--- src/rtl/riscv_data_bus_ctrl.sv ---
// Data-side bus controller: decodes core/loader accesses to data memory or I/O and arbitrates the shared port.
// Optional macro BUS_FAULT_CNT_EN adds fault_count/fault_addr outputs for unmapped-access tracking.
module riscv_data_bus_ctrl #(
    parameter logic [31:0] DATA_START_ADDRESS = 32'h0000_2000,
    parameter logic [31:0] DATA_SIZE_BYTES    = 32'h0000_2000,
    parameter logic [31:0] IO_START_ADDRESS   = 32'hFFFF_0000
) (
    input  logic        clk,
    input  logic        rst,
    input  logic [31:0] proc_addr,
    input  logic [31:0] proc_wdata,
    input  logic        proc_memread,
    input  logic        proc_memwrite,
    output logic [31:0] proc_rdata,
    output logic        proc_stall,
    input  logic        ld_req,
    input  logic [31:0] ld_addr,
    input  logic [31:0] ld_wdata,
    input  logic        ld_we,
    output logic        ld_gnt,
    output logic [31:0] mem_addr,
    output logic        mem_we,
    output logic [31:0] mem_wdata,
    input  logic [31:0] mem_rdata,
    output logic [31:0] io_addr,
    output logic        io_read,
    output logic        io_write,
    output logic [31:0] io_wdata,
    input  logic [31:0] io_rdata,
    input  logic        io_valid,
    output logic        bus_err
`ifdef BUS_FAULT_CNT_EN
    ,
    output logic [15:0] fault_count,
    output logic [31:0] fault_addr
`endif
);

    typedef enum logic [1:0] {ST_IDLE, ST_CPU, ST_LDR} state_t;
    // RG_NONE doubles as the unmapped decode result and the "no read pending" select.
    typedef enum logic [1:0] {RG_NONE, RG_MEM, RG_IO} region_t;

    state_t      state, state_nxt;
    region_t     region, rd_sel;
    logic [31:0] bus_addr, bus_wdata, mem_offset;
    logic        cpu_wr, cpu_rd, ldr_wr, any_wr, err_now;

    assign proc_stall = (state == ST_LDR) || ld_gnt;

    assign bus_addr   = ld_gnt ? ld_addr  : proc_addr;
    assign bus_wdata  = ld_gnt ? ld_wdata : proc_wdata;
    assign mem_offset = bus_addr - DATA_START_ADDRESS;

    always_comb begin
        region = RG_NONE;
        if (mem_offset < DATA_SIZE_BYTES)
            region = RG_MEM;
        else if (bus_addr[31:16] == IO_START_ADDRESS[31:16])
            region = RG_IO;
    end

    // Stalled core strobes and everything during reset are masked here, before any side effect.
    assign cpu_wr  = rst && !proc_stall && proc_memwrite;
    assign cpu_rd  = rst && !proc_stall && proc_memread && !proc_memwrite;
    assign ldr_wr  = rst && ld_gnt && ld_we;
    assign any_wr  = cpu_wr || ldr_wr;
    assign err_now = (any_wr || cpu_rd) && (region == RG_NONE);

    assign mem_addr  = bus_addr;
    assign mem_wdata = bus_wdata;
    assign mem_we    = any_wr && (region == RG_MEM);
    assign io_addr   = bus_addr;
    assign io_wdata  = bus_wdata;
    assign io_write  = any_wr && (region == RG_IO);
    assign io_read   = cpu_rd && (region == RG_IO);

    // NOTE: every always_comb output gets a default before the case so no latch is inferred.
    always_comb begin
        state_nxt = state;
        unique case (state)
            ST_IDLE: begin
                if (proc_memread || proc_memwrite)
                    state_nxt = ST_CPU;
                else if (ld_req)
                    state_nxt = ST_LDR;
            end
            ST_CPU:  state_nxt = ST_IDLE;
            ST_LDR:  if (!ld_req) state_nxt = ST_IDLE;
            default: state_nxt = ST_IDLE;
        endcase
    end

    // NOTE: sequential state uses non-blocking assignments so every register samples pre-edge values.
    always_ff @(posedge clk) begin
        if (!rst) begin
            state   <= ST_IDLE;
            ld_gnt  <= 1'b0;
            bus_err <= 1'b0;
            rd_sel  <= RG_NONE;
        end else begin
            state   <= state_nxt;
            ld_gnt  <= (state == ST_LDR) && ld_req;
            bus_err <= err_now;
            if (cpu_rd)
                rd_sel <= region;
        end
    end

    always_comb begin
        proc_rdata = 32'h0;
        unique case (rd_sel)
            RG_MEM:  proc_rdata = mem_rdata;
            RG_IO:   proc_rdata = io_valid ? io_rdata : 32'h0;
            default: proc_rdata = 32'h0;
        endcase
    end

`ifdef BUS_FAULT_CNT_EN
    always_ff @(posedge clk) begin
        if (!rst) begin
            fault_count <= 16'h0;
            fault_addr  <= 32'h0;
        end else if (err_now) begin
            if (fault_count != 16'hFFFF)
                fault_count <= fault_count + 16'd1;
            fault_addr <= bus_addr;
        end
    end
`endif

endmodule
--- config.mk ---
export PLATFORM = sky130hd
export DESIGN_NAME = riscv_data_bus_ctrl
export DESIGN_NICKNAME = d
export VERILOG_FILES = /design/src/rtl/riscv_data_bus_ctrl.sv
export SDC_FILE = /design/constraint.sdc
export NUM_CORES = 1
export LEC_CHECK = 0
export CAP_MARGIN = 20
export CORE_AREA = 5 5 138 140
export DETAILED_ROUTE_END_ITERATION = 10
export DIE_AREA = 0 0 143 145
export MAX_ROUTING_LAYER = met4
export PLACE_DENSITY = 0.51
export SLEW_MARGIN = 20
export SYNTH_ARGS = -nofsm -noshare
export SYNTH_HDL_FRONTEND = slang
export SYNTH_SLANG_ARGS = --single-unit
--- constraint.sdc ---
create_clock -name clk -period 4.9 [get_ports clk]
set_input_delay 0.98 -clock clk [delete_from_list [all_inputs] [get_ports clk]]
set_output_delay 0.98 -clock clk [all_outputs]
set_load 0.03 [all_outputs]
# --- After elaboration in Yosys (flattened, before gate mapping) ---
# Index checks and enable logic that the tools add are counted.
totals:
  regBits: 6
  latchBits: 0
  ramBits: 0
  romBits: 0
  in_bits: 199
  output_inout_bits: 166
  elab_cells: 44
  memories: 0
classes:
  add_sub_neg: 1
  mul: 0
  n_div: 0
  magnitude_cmp: 1
  n_eq_ne: 8
  shifts: 0
  mux: 10
  bitwise: 0
  n_reduce_logical: 20
ops:
  columns: ["cell", "n"]
  rows:
  - ["$mux W32", 3]
  - ["$pmux W32 S2", 1]
  - ["$lt A32 B14 Y1 const B", 1]
  - ["$sub A32 B14 Y32 const B", 1]
  - ["$eq A16 B16 Y1 const B", 1]
  - ["$logic_and A1 B1 Y1", 11]
  - ["$mux W2", 5]
  - ["$eq A2 B2 Y1 const B", 3]
  - ["$eq A2 B1 Y1 const B", 2]
  - ["$logic_not A2 Y1", 2]
  - ["$logic_or A1 B1 Y1", 4]
  - ["$pmux W2 S2", 1]
  - ["$ne A3 B3 Y1 const B", 1]
  - ["$logic_not A1 Y1", 2]
  - ["$ne A2 B2 Y1 const B", 1]
  - ["$reduce_and A2 Y1", 1]

# --- Longest topological paths before layout ---
# Gate-level depths: netlist (run 1).
depth:
  ltp_word: 8
  ltp_mapped: 12
  depth_no_buf: 9

# --- Worst setup path before layout (run 1) ---
# No wires, ideal clock.
synth_timing:
  path_type: "register to output"
  start: "register ld_gnt"
  end: "output mem_we"
  arrival_time_ps: 3559
  path_slack_ps: 361
  path_stages_with_launch: 13
  path_cell_list: "dfxtp_1 > buf_6 > buf_6 > buf_2 > buf_1 > mux2i_1 > ha_1 > nor3b_1 > a22oi_1 > or4_1 > o211ai_2 > nand3_1 > nor3_1"
synth_between:
  elab_chain_cells: 6
synth_lines:
  columns: ["element", "line", "text"]
  rows:
  - ["start: declaration", "20", "output logic ld_gnt,"]
  - ["start signal: assignment", "102", "ld_gnt <= (state == ST_LDR) && ld_req;"]
  - ["$mux W32 or $logic_or A1 B1 Y1 (tied branches)", "50, 48", null]
  - ["$sub A32 B14 Y32 (tied with other cells)", "52", "assign mem_offset = bus_addr - DATA_START_ADDRESS;"]
  - ["$lt A32 B14 Y1 (tied with other cells)", "56", "if (mem_offset < DATA_SIZE_BYTES)"]
  - ["$mux W2 or $logic_and A1 B1 Y1 (tied branches)", "56, 63", null]
  - ["$eq A2 B1 Y1 or $logic_or A1 B1 Y1 (tied branches)", "71, 66", null]
  - ["$logic_and A1 B1 Y1 *", "71", "assign mem_we = any_wr && (region == RG_MEM);"]
  - ["end: declaration", "22", "output logic mem_we,"]
# Mark *: on every way between the ends. The rest lies on a longest branch, timed or not.

# --- Worst setup path in the final report (run 1) ---
layout_timing:
  start: "input proc_addr[13]"
  end: "output mem_we"
layout_between:
  elab_chain_cells: 6
layout_lines:
  columns: ["element", "line", "text"]
  rows:
  - ["start: declaration", "10", "input logic [31:0] proc_addr,"]
  - ["$mux W32", "50", "assign bus_addr = ld_gnt ? ld_addr : proc_addr;"]
  - ["$sub A32 B14 Y32", "52", null]
  - ["$lt A32 B14 Y1", "56", null]
  - ["$mux W2", "56", null]
  - ["$eq A2 B1 Y1", "71", null]
  - ["$logic_and A1 B1 Y1", "71", null]
# No other way between the ends.

==> flow_summary_export.csv, run 1 <==
group,metric,value,unit
worst_setup_path,worstPathRequired,3.92,ns
logic_synthesis,async_reset_ff_share,0,%
timing,worstMarginPinSlew,1.05,ns
logic_synthesis,avgSynthCellArea,7.71,sq um
worst_setup_path,startpoint_type,"input port",
clocking,cts_setup_buffers,0,
worst_setup_path,crit_arrival,3.61,ns
logic_synthesis,ys_seq_area_share,4.95,%
pwr,p_per_area,114,nW/um^2
timing,setup_slack,0.307,ns
final_layout,area_growth,142,%
logic_synthesis,ys_ff_latch,6,
route,first_iter_violations,112,
clocking,clk_pin_slew,0.03,ns
clocking,ctsResizeCount,0,
timing,fmax,0.218,GHz
logic_synthesis,synthCells,315,
timing,maxSlewViolCount,0,
final_layout,layout_commonest_cell,"clkdlybuf4s50_1",
timing,grt_setup_unrepaired,"false",
global_route,grt_pass1_vias,3831,
clocking,cts_hold_buf,0,
placed_design,pre_cts_ws,0.284,ns
route,first_pass_iters,7,
clocking,clockRootBuffer,"clkbuf_16",
logic_synthesis,synth_edf_count,0,
placed_design,place_congestion,0.841,
timing,hold_ws,0.472,ns
global_route,grt_usage,13.6,%
clocking,clk_latency,0.23,ns
global_route,grt_pass1_wl,22.1,mm
floorplan,die_h,145,microns
final_layout,layout-drive-gt1-share,12.1,%
floorplan,dieWidth,143,microns
pwr,power_leakage,1.99,nW
hold_path,hp-class,"reg2reg",
timing,finalSetupViolCount,0,
global_route,grt_start_max_net_pins,44,
logic_synthesis,yosys_warnings,0,
global_route,grt-ovfl-total,0,
final_layout,layout_common_cells,"363 x clkdlybuf4s50_1, 52 x mux2_2, 38 x nor2_1",
floorplan,dieArea,20700,sq um
clocking,clockBufferDepth,2,
logic_synthesis,dominantRegCellSynth,"dfxtp_1",
worst_setup_path,endpoint_kind,"primary output",
logic_synthesis,synthDistinctLibCells,51,
run,max_cap_violations,0,
route,num_vias,3502,
logic_synthesis,syn-num-nets,517,
floorplan,start_util,13.7,%
timing,slew_headroom,30.1,%
floorplan,pin_count,365,
logic_synthesis,syn_area,2430,sq um
timing,fin_worst_skew,0.000565,ns
route,vias_per_cell,4.20,
placed_design,numPortBuffers,364,
timing,hold_violations,0,
global_route,antenna_found_initial,2,
route,final_antenna_net_count,0,
route,wl,14.9,mm
worst_setup_path,crit_fanout,7,
floorplan,fp.coreArea,17700,sq um
clocking,htree_levels,1,
route,drc,0,
route,wire_per_inst,17.9,microns
outcome,status,"completed",
clocking,numCtsBuffers,3,
timing,setup-tns-final,0,ns
timing,fin_crit,4.59,ns
worst_setup_path,setup.worst_path.class,"in2out",
floorplan,fp-row-count,49,
pwr,max-vdd-ir-drop,0.0000878,V
placed_design,dp_hpwl,13.0,mm
clocking,tritoncts,"yes",
timing,finalCritPeriodShare,93.7,%
final_layout,finalNetCount,805,
clocking,cts_sinks,6,
[final cells by class]
class,instances,area [sq um]
flip-flops and latches,6,124
diodes,2,5.00
fillers,1811,11800
inverters,14,52.6
repair buffers,366,3660
well taps,229,287
clock buffers,4,78.8
multi-input cells,212,1680
[stage by stage]
stage / area, sq um / total power [mW] / util, % / instances
finish: 5880 / 0.673 / 33.2 / 833
detailed placement: 5800 / 0.538 / 32.7 / 827
CTS: 5870 / 0.680 / 33.2 / 831
floorplan: 2430 / 0.281 / - / 315
global placement: 5800 / 0.541 / 32.7 / 827
global route: 5880 / 0.703 / 33.2 / 833
[per-layer routing]
layer	GRT usage, %	part of all wire, %	up-vias
met2	24.0	51	222
met1	16.0	40	1608
li1	-	-	1651
met5	-	0	-
met4	2.42	1.1	0
met3	2.96	7.8	21
[flip-flops by register name, summed over array words and instances, names as in the netlist]
signal and flops:
bus_err 1, ld_gnt 1, rd_sel 2, state 2
[cells in the mapped netlist, drive strengths merged, types with 4 or more instances]
library cell / instances / share of area [%]
dfxtp: 6 / 4.9
buf: 73 / 22
a22oi: 33 / 10
nor4: 8 / 2.9
nand3: 5 / 1.0
mux2i: 8 / 3.8
inv: 14 / 2.2
mux2: 53 / 25
nand2: 8 / 1.2
nor3: 8 / 1.9
clkbuf: 10 / 1.5
nor3b: 4 / 1.2
nor2: 38 / 5.9
and3: 5 / 1.3
[critical path: stages]
cell             delay (ns)
clkdlybuf4s50_1        0.46
inv_1                  0.07
o21a_1                 0.20
ha_1                   0.23
nor3b_1                0.15
a22oi_1                0.56
o21ai_0                0.25
o211ai_2               0.17
nand3_1                0.14
nor3_1                 0.18
buf_4                  0.20
[cells by family after synthesis]
family          Yosys count  synth area share [%]
fa+ha+maj                 3                  1.55
simple gates             91                  20.1
buf+inv                  97                  26.0
mux                      61                  28.5
compound gates           54                  17.7
xor+xnor                  3                  1.08
flops                     6                  4.95
[power breakdown]
part	switching [mW]	leakage, nW	internal (mW)
Combinational	0.218	1.90	0.267
Clock	0.0279	0.0382	0.108
Sequential	0.00193	0.0498	0.0503
[worst paths after layout]
kind         slack, ns   endpoint  cells after the start           from
min               0.47   state[0]                      1       state[1]
max               0.31     mem_we                     11  proc_addr[13]
min reg2reg       0.47   state[0]                      1       state[1]
max reg2reg       2.04  rd_sel[0]                      9         ld_gnt
Note: power is estimated with default switching activity, not from simulation.
==> run 2, diff against run 1 <==
--- a/config.mk
+++ b/config.mk
@@ -9,6 +9,7 @@
 export CORE_AREA = 5 5 138 140
 export DETAILED_ROUTE_END_ITERATION = 10
 export DIE_AREA = 0 0 143 145
+export GPL_TIMING_DRIVEN = 0
 export MAX_ROUTING_LAYER = met4
 export PLACE_DENSITY = 0.51
 export SLEW_MARGIN = 20
==> constraint.sdc (replaced) <==
create_clock -name clk -period 4.7 [get_ports clk]
set_input_delay 0.94 -clock clk [delete_from_list [all_inputs] [get_ports clk]]
set_output_delay 0.94 -clock clk [all_outputs]
set_load 0.03 [all_outputs]
==> flow_summary_export.csv, run 2 (synthesis gave the netlist of run 1 again) <==
group,metric,value,unit
worst_setup_path,startpoint_type,"input port",
worst_setup_path,crit_fanout,7,
pwr,power_leakage,2.34,nW
timing,worstMarginPinSlew,0.565,ns
floorplan,fp-row-count,49,
clocking,numCtsBuffers,3,
pwr,max-vdd-ir-drop,0.0000779,V
worst_setup_path,cp_cell_sequence,"clkdlybuf4s50_1, inv_1, o21a_1, ha_1, nor3b_2, a22oi_2, xnor2_1, nor4_2, nand3_1, nor3_2, clkdlybuf4s18_2",
timing,setup-tns-final,0,ns
run,max_cap_violations,0,
final_layout,layout-drive-gt1-share,21.0,%
clocking,htree_levels,1,
final_layout,layout_common_cells,"363 x clkdlybuf4s50_1, 64 x buf_4, 52 x mux2_2",
timing,setup_slack,0.211,ns
global_route,antenna_found_initial,2,
global_route,grt_pass1_vias,4210,
placed_design,dpl_cell_area,6360,sq um
outcome,status,"completed",
worst_setup_path,regToRegSetupSlack,1.66,ns
clocking,clockRootBuffer,"clkbuf_16",
worst_setup_path,cp_slowest_cell,"clkdlybuf4s50_1",
route,vias_per_cell,4.12,
global_route,grt_pass1_wl,24.0,mm
final_layout,final_util,36.5,%
worst_setup_path,crit_arrival,3.55,ns
clocking,tritoncts,"yes",
worst_setup_path,critPathMaxStageDelay,0.47,ns
pwr,p_per_area,115,nW/um^2
floorplan,pin_count,365,
floorplan,start_util,13.7,%
floorplan,dieWidth,143,microns
final_layout,reg.largest.list,"rd_sel (2), state (2)",
route,first_iter_violations,108,
timing,finalSetupViolCount,0,
route,wire_per_inst,17.7,microns
final_layout,finalNetCount,885,
clocking,cts_sinks,6,
timing,maxSlewViolCount,0,
final_layout,layout_commonest_cell,"clkdlybuf4s50_1",
placed_design,dp_hpwl,14.3,mm
worst_setup_path,setup.worst_path.class,"in2out",
route,drc,0,
placed_design,pre_cts_ws,-0.732,ns
route,num_vias,3760,
timing,finalCritPeriodShare,95.5,%
hold_path,hp-class,"reg2reg",
floorplan,dieArea,20700,sq um
placed_design,numPortBuffers,364,
clocking,clockBufferDepth,2,
final_layout,n_fill_cell,1799,
final_layout,area_growth,166,%
timing,fin_worst_skew,0.00207,ns
placed_design,place_congestion,0.844,
global_route,grt_usage,14.9,%
route,first_pass_iters,4,
timing,grt_setup_unrepaired,"false",
clocking,clk_latency,0.23,ns
timing,hold_violations,0,
floorplan,fp.coreArea,17700,sq um
clocking,clk_pin_slew,0.03,ns
worst_setup_path,worstPathRequired,3.76,ns
timing,fin_crit,4.49,ns
floorplan,die_h,145,microns
global_route,grt_start_max_net_pins,11,
timing,fmax,0.223,GHz
route,final_antenna_net_count,0,
timing,slew_headroom,62.3,%
timing,hold_ws,0.467,ns
global_route,grt-ovfl-total,0,
final_layout,postLayoutCellArea,6470,sq um
route,wl,16.2,mm
worst_setup_path,endpoint_kind,"primary output",
[run 2: changes by cell type in the layout (fill, tap and decap cells not counted), sizes merged]
cell	change
buf	+69
clkdlybuf4s18	+1
clkbuf	+9
[run 2: per-layer routing]
metal / up-vias / share of wire (%) / GRT usage, %
li1: 1809 / - / -
met1: 1732 / 41 / 17.7
met2: 201 / 51 / 26.3
met3: 18 / 6.6 / 2.76
met4: 0 / 1.5 / 2.76
met5: - / 0 / -
[run 2: layout make-up]
cell class	instances	area (sq um)	area share, %
antenna	2	5.00	0.0774
buffer	82	582	9.00
clock buffer	3	75.1	1.16
inverter	14	52.6	0.813
multi-input combinational	212	1700	26.3
sequential	6	121	1.88
tap	229	287	4.43
timing repair buffer	364	3640	56.3
[run 2: timing repair]
item | CTS | global route
setup endpoints to repair | 1 | 1
gates resized for setup | 10 | 5
hold buffers | 0 | 0
buffers inserted | 0 | 0
endpoints found under the hold margin | 0 | 0
[run 2: path summary, 6_finish.rpt]
check,start,end,cells past startpoint
worst min register to register,state[1],state[0],1
worst max-delay path,proc_addr[13],mem_we,11
worst max register to register,ld_gnt,rd_sel[0],11
worst min-delay path,state[1],state[0],1
[run 2: metrics by stage]
stage | power [mW] | std cells
after floorplan | 0.293 | 315
after global placement | 0.606 | 908
after detailed placement | 0.606 | 908
after CTS | 0.750 | 911
after global routing | 0.779 | 912
final | 0.744 | 912
[run 2: critical path: cells and delay by family]
kind / cells / cell delay (ns)
AND/OR/NAND/NOR: 4 / 0.80
adder cells (fa/ha/maj): 1 / 0.24
buffers and inverters: 3 / 0.86
XOR/XNOR: 1 / 0.14
AO/OA/AOI/OAI: 2 / 0.57
[run 2: power breakdown]
group          switching (mW)  internal [mW]  total [mW]  leakage (nW)
clock network          0.0280          0.109       0.137        0.0370
registers            0.000892         0.0530      0.0539        0.0495
logic                   0.239          0.314       0.553          2.25
total                   0.268          0.476       0.744          2.34
